<file path="src/rtl/bus_cycle_sequencer_pkg.sv">
// Shared types for the PET bus cycle sequencer:
// slot identifiers, default slot lengths and address helpers.
package pet_bus_pkg;

    localparam int ADDR_WIDTH    = 17;
    localparam int VIDEO_LEN_DEF = 4;
    localparam int SPI_LEN_DEF   = 4;
    localparam int CPU_LEN_DEF   = 8;
    localparam int DEC_K         = 2;

    typedef enum logic [1:0] {
        SLOT_VIDEO = 2'd0,
        SLOT_SPI   = 2'd1,
        SLOT_CPU   = 2'd2
    } slot_t;

    typedef logic [ADDR_WIDTH-1:0] addr_t;

    typedef struct packed {
        logic active;
        logic wr;
    } acc_t;

    typedef struct packed {
        logic ram;
        logic io;
        logic ro;
    } sel_t;

    // 1KB of VRAM appears four times; fold the copies onto the first.
    function automatic addr_t mirror_fix(input addr_t a);
        addr_t r;
        r        = a;
        r[11:10] = 2'b00;
        return r;
    endfunction

endpackage

</file>
<file path="src/rtl/bus_cycle_sequencer_slot_counter.sv">
// Bus cycle counter: tracks the cycle position and reports the
// current slot, slot-relative clock and slot/cycle boundaries.
module bus_slot_counter
    import pet_bus_pkg::*;
#(
    parameter int VIDEO_SLOT_LEN = VIDEO_LEN_DEF,
    parameter int SPI_SLOT_LEN   = SPI_LEN_DEF,
    parameter int CPU_SLOT_LEN   = CPU_LEN_DEF,
    parameter int CW = $clog2(VIDEO_SLOT_LEN + SPI_SLOT_LEN + CPU_SLOT_LEN)
) (
    input  logic          i_clk,
    input  logic          i_reset_n,
    output slot_t         o_slot,
    output logic [CW-1:0] o_k,
    output logic          o_start,
    output logic          o_last,
    output logic          o_cyc_last
);

    localparam int N = VIDEO_SLOT_LEN + SPI_SLOT_LEN + CPU_SLOT_LEN;

    localparam logic [CW-1:0] CNT_MAX = CW'(N - 1);
    localparam logic [CW-1:0] V_LAST  = CW'(VIDEO_SLOT_LEN - 1);
    localparam logic [CW-1:0] S_LAST  = CW'(SPI_SLOT_LEN - 1);
    localparam logic [CW-1:0] C_LAST  = CW'(CPU_SLOT_LEN - 1);

    logic [CW-1:0] r_cnt;
    logic [CW-1:0] r_k;
    slot_t         r_slot;

    logic [CW-1:0] w_k_last;
    slot_t         w_slot_nxt;
    logic          w_last;
    logic          w_cyc_last;

    always_comb begin
        w_k_last   = C_LAST;
        w_slot_nxt = SLOT_VIDEO;
        unique case (1'b1)
            (r_slot == SLOT_VIDEO): begin
                w_k_last   = V_LAST;
                w_slot_nxt = SLOT_SPI;
            end
            (r_slot == SLOT_SPI): begin
                w_k_last   = S_LAST;
                w_slot_nxt = SLOT_CPU;
            end
            default: begin
                w_k_last   = C_LAST;
                w_slot_nxt = SLOT_VIDEO;
            end
        endcase
    end

    assign w_last     = (r_k == w_k_last);
    assign w_cyc_last = (r_cnt == CNT_MAX);

    // The cycle wrap also re-aligns slot state to VIDEO.
    always_ff @(posedge i_clk or negedge i_reset_n) begin
        if (!i_reset_n) begin
            r_cnt  <= '0;
            r_k    <= '0;
            r_slot <= SLOT_VIDEO;
        end else if (w_cyc_last) begin
            r_cnt  <= '0;
            r_k    <= '0;
            r_slot <= SLOT_VIDEO;
        end else begin
            r_cnt <= r_cnt + CW'(1);
            if (w_last) begin
                r_k    <= '0;
                r_slot <= w_slot_nxt;
            end else begin
                r_k <= r_k + CW'(1);
            end
        end
    end

    assign o_slot     = r_slot;
    assign o_k        = r_k;
    assign o_start    = (r_k == '0);
    assign o_last     = w_last;
    assign o_cyc_last = w_cyc_last;

endmodule

</file>
<file path="src/rtl/bus_cycle_sequencer.sv">
// Time-slices the 17-bit bus between video, SPI bridge and 6502 CPU.
// Define WRITE_PROTECT_EN to drop RAM writes into the ROM region.
module bus_cycle_sequencer
    import pet_bus_pkg::*;
#(
    parameter int VIDEO_SLOT_LEN = VIDEO_LEN_DEF,
    parameter int SPI_SLOT_LEN   = SPI_LEN_DEF,
    parameter int CPU_SLOT_LEN   = CPU_LEN_DEF
) (
    input  logic        clk,
    input  logic        reset_n,
    input  logic [15:0] cpu_addr,
    input  logic        cpu_rw,
    output logic        cpu_clk_en,
    input  logic        spi_req,
    input  logic [16:0] spi_addr,
    input  logic        spi_we,
    output logic        spi_ack,
    input  logic [16:0] video_addr,
    output logic        video_strobe,
    output logic [16:0] bus_addr,
    input  logic        ram_enable,
    input  logic        is_readonly,
    input  logic        is_mirrored,
    input  logic        io_enable,
    output logic        ram_oe_n,
    output logic        ram_we_n,
    output logic        io_strobe
);

    localparam int N  = VIDEO_SLOT_LEN + SPI_SLOT_LEN + CPU_SLOT_LEN;
    localparam int CW = $clog2(N);

    localparam logic [CW-1:0] K_DEC = CW'(DEC_K);

`ifdef WRITE_PROTECT_EN
    localparam logic WP = 1'b1;
`else
    localparam logic WP = 1'b0;
`endif

    slot_t         w_slot;
    logic [CW-1:0] w_k;
    logic          w_start;
    logic          w_last;
    logic          w_cyc_last;

    bus_slot_counter #(
        .VIDEO_SLOT_LEN (VIDEO_SLOT_LEN),
        .SPI_SLOT_LEN   (SPI_SLOT_LEN),
        .CPU_SLOT_LEN   (CPU_SLOT_LEN),
        .CW             (CW)
    ) u_cnt (
        .i_clk      (clk),
        .i_reset_n  (reset_n),
        .o_slot     (w_slot),
        .o_k        (w_k),
        .o_start    (w_start),
        .o_last     (w_last),
        .o_cyc_last (w_cyc_last)
    );

    addr_t r_bus_addr;
    acc_t  r_acc;
    sel_t  r_sel;
    logic  r_oe_n;
    logic  r_we_n;
    logic  r_io;
    logic  r_ack;
    logic  r_vs;
    logic  r_clk_en;

    addr_t w_src_addr;
    acc_t  w_src_acc;
    sel_t  w_sel;
    logic  w_dec;
    logic  w_client;
    logic  w_rd_win;
    logic  w_wr_win;
    logic  w_ram_acc;
    logic  w_rd_go;
    logic  w_wr_go;
    logic  w_io_go;

    // An idle SPI slot keeps the previous address on the bus.
    always_comb begin
        w_src_addr = r_bus_addr;
        w_src_acc  = acc_t'{active: 1'b1, wr: 1'b0};
        unique case (1'b1)
            (w_slot == SLOT_VIDEO): begin
                w_src_addr = video_addr;
            end
            (w_slot == SLOT_SPI): begin
                w_src_acc = acc_t'{active: spi_req, wr: spi_we};
                if (spi_req) begin
                    w_src_addr = spi_addr;
                end
            end
            default: begin
                w_src_addr = {1'b0, cpu_addr};
                w_src_acc  = acc_t'{active: 1'b1, wr: ~cpu_rw};
            end
        endcase
    end

    // Decoder selects are live at k=2 and held for the slot remainder.
    assign w_dec = (w_k == K_DEC);
    assign w_sel = w_dec ? sel_t'{ram: ram_enable,
                                  io:  io_enable,
                                  ro:  is_readonly}
                         : r_sel;

    assign w_client  = (w_slot != SLOT_VIDEO);
    assign w_rd_win  = (w_k >= K_DEC);
    assign w_wr_win  = w_rd_win & ~w_last;
    assign w_ram_acc = r_acc.active & w_sel.ram & ~w_sel.io;

    assign w_rd_go = w_ram_acc & ~r_acc.wr & w_rd_win;
    assign w_wr_go = w_ram_acc & r_acc.wr & w_client
                   & w_wr_win & ~(WP & w_sel.ro);
    assign w_io_go = w_dec & r_acc.active & w_client & io_enable;

    always_ff @(posedge clk or negedge reset_n) begin
        if (!reset_n) begin
            r_bus_addr <= '0;
            r_acc      <= '0;
            r_sel      <= '0;
            r_oe_n     <= 1'b1;
            r_we_n     <= 1'b1;
            r_io       <= 1'b0;
            r_ack      <= 1'b0;
            r_vs       <= 1'b0;
            r_clk_en   <= 1'b0;
        end else begin
            if (w_start) begin
                r_bus_addr <= w_src_addr;
                r_acc      <= w_src_acc;
            end else if (w_dec && r_acc.active && is_mirrored) begin
                r_bus_addr <= mirror_fix(r_bus_addr);
            end
            if (w_dec) begin
                r_sel <= w_sel;
            end
            r_oe_n   <= ~w_rd_go;
            r_we_n   <= ~w_wr_go;
            r_io     <= w_io_go;
            r_ack    <= (w_slot == SLOT_SPI) & w_last & r_acc.active;
            r_vs     <= (w_slot == SLOT_VIDEO) & w_last;
            r_clk_en <= w_cyc_last;
        end
    end

    assign bus_addr     = r_bus_addr;
    assign ram_oe_n     = r_oe_n;
    assign ram_we_n     = r_we_n;
    assign io_strobe    = r_io;
    assign spi_ack      = r_ack;
    assign video_strobe = r_vs;
    assign cpu_clk_en   = r_clk_en;

endmodule

</file>
<file path="config.mk">
export PLATFORM = sky130hd
export DESIGN_NAME = bus_cycle_sequencer
export DESIGN_NICKNAME = d
export VERILOG_FILES = /design/src/rtl/bus_cycle_sequencer_pkg.sv /design/src/rtl/bus_cycle_sequencer_slot_counter.sv /design/src/rtl/bus_cycle_sequencer.sv
export SDC_FILE = /design/constraint.sdc
export NUM_CORES = 1
export LEC_CHECK = 0
export CORE_MARGIN = 10
export CORE_UTILIZATION = 43
export DETAILED_ROUTE_END_ITERATION = 10
export PLACE_DENSITY = 0.81
export SYNTH_ARGS = -nofsm -noshare
export SYNTH_HDL_FRONTEND = slang
export SYNTH_SLANG_ARGS = --single-unit
</file>
<file path="constraint.sdc">
create_clock -name clk -period 2 [get_ports clk]
set_clock_uncertainty 0.1 [all_clocks]
set_input_delay 0.3 -clock clk [delete_from_list [all_inputs] [get_ports clk]]
set_output_delay 0.3 -clock clk [all_outputs]
set_load 0.01 [all_outputs]
</file>
# --- Word level (Yosys, flattened, before mapping) ---
# Cells that the tools add are included.
totals:
  output_inout_bits: 23
  ff_bits: 38
  elab_cells: 68
classes:
  eq_ne: 6
  magnitude_cmp: 1
  bitwise: 20
  add_sub_neg: 2
  n_reduce_logical: 10
  n_mux: 13
op_table:
  columns: ["operator", "count"]
  rows:
  - ["$mux W17", 2]
  - ["$pmux W17 S2", 1]
  - ["$and A1 B1 Y1", 14]
  - ["$mux W12", 1]
  - ["$mux W4", 3]
  - ["$add A4 B1 Y4 const B", 2]
  - ["$pmux W2 S2", 2]
  - ["$mux W3", 2]
  - ["$not A1 Y1", 6]
  - ["$reduce_bool A2 Y1", 3]
  - ["$eq A4 B2 Y1 const B", 1]
  - ["$eq A4 B3 Y1", 1]
  - ["$eq A4 B4 Y1 const B", 1]
  - ["$ge A4 B2 Y1 const B", 1]
  - ["$logic_not A4 Y1", 1]
  - ["$mux W2", 2]
  - ["$reduce_and A2 Y1", 2]
  - ["$ne A3 B3 Y1 const B", 1]
  - ["$eq A2 B1 Y1 const B", 1]
  - ["$logic_and A1 B1 Y1", 2]
  - ["$logic_not A2 Y1", 1]
  - ["$ne A2 B2 Y1 const B", 1]
  - ["$reduce_or A2 Y1", 1]

# --- Logic depth before layout (Yosys ltp) ---
depth:
  word_depth: 8
  mapped_depth: 7
  mapped_depth_nobuf: 5

# --- Hierarchy ---
# Synthesis repeated with hierarchy kept, for this count alone.
hier_totals:
  hier_cells: 173
  area_unflattened_um2: 1899.3
modules_own_cells:
  columns: ["module", "area_per_inst_um2", "n_inst", "cells_per_inst"]
  rows:
  - ["bus_cycle_sequencer", 1406.3, 1, 128]
  - ["bus_slot_counter", 493.0, 1, 45]

# --- Worst setup path before layout ---
# No wires, ideal clock.
synth_path:
  path_kind: "register to register"
  start: "reg u_cnt.r_k[0] (netlist: u_cnt.o_k[0])"
  end: "reg r_bus_addr[0] (netlist: bus_addr[0])"
  setup_time_ns: 0.125
  slack_ns: 0.177
  t_arrival_ns: 1.598
  n_path_buf: 2
  period_less_slack_ns: 1.823
  path_stages_with_launch: 8
  cell_sequence: "dfrtp_1 -> inv_1 -> ha_1 -> nor3b_4 -> o31a_1 -> buf_6 -> buf_12 -> mux2_4"
synth_between:
  elab_chain_cells: 2
  elab_cells_between_ends: 3
  classes_between: "mux (1); reduce/logical (2)"
synth_lines:
  columns: ["element", "line_no", "text"]
  rows:
  - ["start, declared", "bus_cycle_sequencer_slot_counter.sv:28", "logic [CW-1:0] r_k;"]
  - ["start signal, assigned", "bus_cycle_sequencer_slot_counter.sv:74", "r_k <= r_k + CW'(1);"]
  - ["$logic_not A4 Y1 (*)", "bus_cycle_sequencer_slot_counter.sv:81", "assign o_start = (r_k == '0);"]
  - ["$mux W17 or $reduce_and A2 Y1 (tied branches)", null, null]
  - ["end signal, assigned", "bus_cycle_sequencer.sv:136", "r_bus_addr <= w_src_addr;"]
  - ["end signal, assigned", "bus_cycle_sequencer.sv:139", "r_bus_addr <= mirror_fix(r_bus_addr);"]
  - ["end, declared", "bus_cycle_sequencer.sv:63", "addr_t r_bus_addr;"]
# Mark *: on every way between the ends. The rest lies on a longest branch, timed or not. The select of a mux whose other input is x is not followed.
# A chain may end at the register's enable or synchronous reset.

# --- Worst setup path in the final report ---
layout_path:
  start: "reg u_cnt.r_k[0] (netlist: u_cnt.o_k[0])"
  end: "reg r_bus_addr[13] (netlist: bus_addr[13])"
layout_between:
  elab_chain_cells: 2
layout_lines:
  columns: ["element", "line_no"]
  rows:
  - ["$logic_not A4 Y1", "bus_cycle_sequencer_slot_counter.sv:81"]
  - ["$reduce_and A2 Y1 (no line)", null]
# No other way between the ends.

==> reports/qor.txt <==
Yosys top cell by area: dfrtp_1
Endpoint class of the critical path: flop
Worst-Margin Slew: 0.3342 ns
Final antenna-violating net count: 0
Synth Area in Compound Gates: 9.942%
Pre-antenna DRT Iters: 4
Combinational power share: 14.7%
Setup TNS: 0 ns
Mean Syn Cell Area: 10.96 um^2
Initial drt markers: 48
Distinct cell type count after synthesis: 32
Core Rows: 24
Total core area: 0.004384 mm^2
Congestion Overflow GR: 0
Fin crit period: 1.857 ns
Clk slew on worst S/H paths: 0.07 ns
Fmax: 0.5386 GHz
Top-area cell type share of the netlist area: 44.90%
Synth warn: 0
Final setup viols: 0
I/O pin cnt: 82
Most used DFF post-synth: dfrtp_1
Global-route usage over all layers: 13.10%
Worst-Skew Late Latency: 0.29 ns
First-pass GRT wire length: 7983 um
Top Layer Used: met4
Period utilization: 92.84%
Slew Limit Headroom: 77.72%
Max Root-Sink Buffers: 2
Routed WL per cell: 15.57 um
Crit-path max FO: 15
Die width: 87.35 um
EDFF count, synth: 0
Delay-heaviest family, CP: flip-flops
Fillers: 337
Initial antenna violation count: 0
CP max stage delay: 0.41 ns
CP arrival: 1.93 ns
Area contributors post-synth: dfrtp_1 45%, mux2i_1 8.7%, mux2_4 6.2%
Max-cap check violation count: 0
Share of cells above drive strength 1: 14.39%
Fin. Hold Viols: 0
CTS sink cnt: 37
Cell count after synthesis: 178
Post-synth ARST share: 100.0%
Sequential share of power: 52.0%
Multi-input logic area: 907.1 um^2
WP buf/inv: 2
PnR worst setup slack: 0.1432 ns
Area growth from synthesis to layout: 49.26%
Nets: 326
Clock group share of total power: 33.3%
Required @ worst endpoint: 2.07 ns
CP startpoint kind: flop
Pre-CTS WS: 0.1643 ns
Vias per cell: 4.972
Slew Viols, Final: 0
Die Height: 87.35 um
Met3 routed WL: 327 um
Peak VDD IR: 432.4 uV
Final HPWL DP: 3897 um
CP max-delay cell: dfrtp_1
Die area: 0.007630 mm^2
Switch Pwr: 328.3 uW
Hold_ws: 0.3932 ns
CP Cell Sequence: inv_1, ha_1, nor3b_4, o31a_1, buf_12, mux2_2
Syn Std Cell Area: 0.001951 mm^2
Lkg Pwr: 1.178 nW
Pint: 1.167 mW
Crit Path Category: flop to flop
Root Buffer: clkbuf_8
Post-synthesis adder-cell area fraction: 2.566%
Routability cong.: 0.7231
Largest net degree at the start of global routing: 38
Top post-synthesis cells by count: 35 x dfrtp_1, 22 x o21ai_0, 17 x mux2i_1, 15 x nand2_1
Post-synthesis simple-gate area fraction: 11.55%
Mux share of post-synthesis cell area: 20.65%
Setup Fix Bufs, Post-CTS: 0
Worst min path class: flop to flop
Vias in the first global route: 1636
Xor and xnor area share after synthesis: 1.796%
DRT Wirelength: 4920 um
Synth Net Count: 241
CTS tree: built
Switching share of power: 21.95%
DRC viols: 0
Via Count: 1571
Starting density of the core: 44.49%
Most common cell in the netlist: dfrtp_1
Register Area: 928.4 um^2
RSZ-0062 raised after global routing: no
Maximum level of the CTS H-tree: 2
Power Density: 513.6 mW/mm^2
Ant. Diodes: 0
WL met1: 2190 um
CTS Buf Count: 5
Largest family of logic cells by synthesized area: multiplexers
Sequential fraction of the synthesis area: 47.59%
Status: completed
Met2 WL: 2361 um
Synthesized flop and latch total: 37
Port bufs: 80
==> routing by layer <==
metal	GRT usage (%)	vias to the layer above
li1	-	783
met1	15.98	732
met2	20.63	53
met3	5.337	3
met4	3.768	0
met5	0	-
==> worst paths after layout <==
kind | slack, ns | cells after the start | endpoint | start
setup / recovery | 0.14 | 6 | bus_addr[13] | u_cnt.o_k[0]
hold reg to reg | 0.39 | 1 | u_cnt.r_cnt[0] | u_cnt.r_cnt[0]
min in group asynchronous | 0.40 | 3 | r_sel[1] | reset_n
max in group asynchronous | 1.16 | 3 | ram_we_n | reset_n
setup reg to reg | 0.14 | 6 | bus_addr[13] | u_cnt.o_k[0]
hold / removal | 0.39 | 1 | u_cnt.r_cnt[0] | u_cnt.r_cnt[0]
==> final cells by class <==
class	count	area share [%]
well taps	52	2.235
clock inverters	2	0.3438
multi-input cells	120	31.16
clock buffers	6	2.492
flip-flops and latches	37	31.89
inverters	10	1.289
repair buffers	89	30.60
==> cell families (layout without fill, tap and decap cells) <==
logic type | count (synthesis) | in the layout
adder cells (fa/ha/maj) | 4 | 4
multiplexers | 35 | 35
AND/OR/NAND/NOR | 43 | 43
flip-flops | 37 | 37
buffers and inverters | 21 | 107
AO/OA/AOI/OAI | 34 | 34
XOR/XNOR | 4 | 4
==> through the flow <==
step	instances	util (%)	instance area [um^2]	total power [mW]
2_1_floorplan	178	-	1951	0.8389
3_3_place_gp	307	64.30	2819	1.008
3_5_place_dp	307	64.30	2819	1.013
4_1_cts	316	66.41	2912	1.517
5_1_grt	316	66.41	2912	1.570
6_report	316	66.41	2912	1.495
==> worst reg2reg max path: stages, from the launching register on <==
cell and delay (ns):
dfrtp_1 0.41, inv_1 0.09, ha_1 0.17, nor3b_4 0.21, o31a_1 0.24, buf_12 0.18, mux2_2 0.35
==> what timing repair did <==
action | 4_1_cts | 5_1_grt
hold buffers | 1 | 0
hold endpoints to repair | 35 | 0
gates resized for setup | 0 | 0
==> flip-flops by register name, indices dropped and copies added, names as in the netlist, 2 cells and up <==
register	flops
r_sel	2
u_cnt.o_slot	2
u_cnt.o_k	4
u_cnt.r_cnt	4
r_acc	2
bus_addr	17
==> layout by cell type (no fill, tap or decap), types with 5 or more instances in the layout <==
cell type,n
mux2_2,10
clkdlybuf4s50_1,79
a21oi_1,5
nor2_1,6
inv_1,10
mux2i_1,17
o21ai_0,22
nand2_1,15
dfrtp_1,35
clkbuf_8,5
buf_4,6
mux2_4,8
nand2b_1,5
==> power groups by stage <==
stage	clock network (mW)	registers, mW	logic (mW)
after floorplan	0	0.800	0.0392
after global placement	0	0.791	0.217
after detailed placement	0	0.792	0.221
after CTS	0.516	0.778	0.224
after global routing	0.552	0.780	0.238
final	0.499	0.777	0.219
No activity file was read; power rests on OpenSTA's default activity.
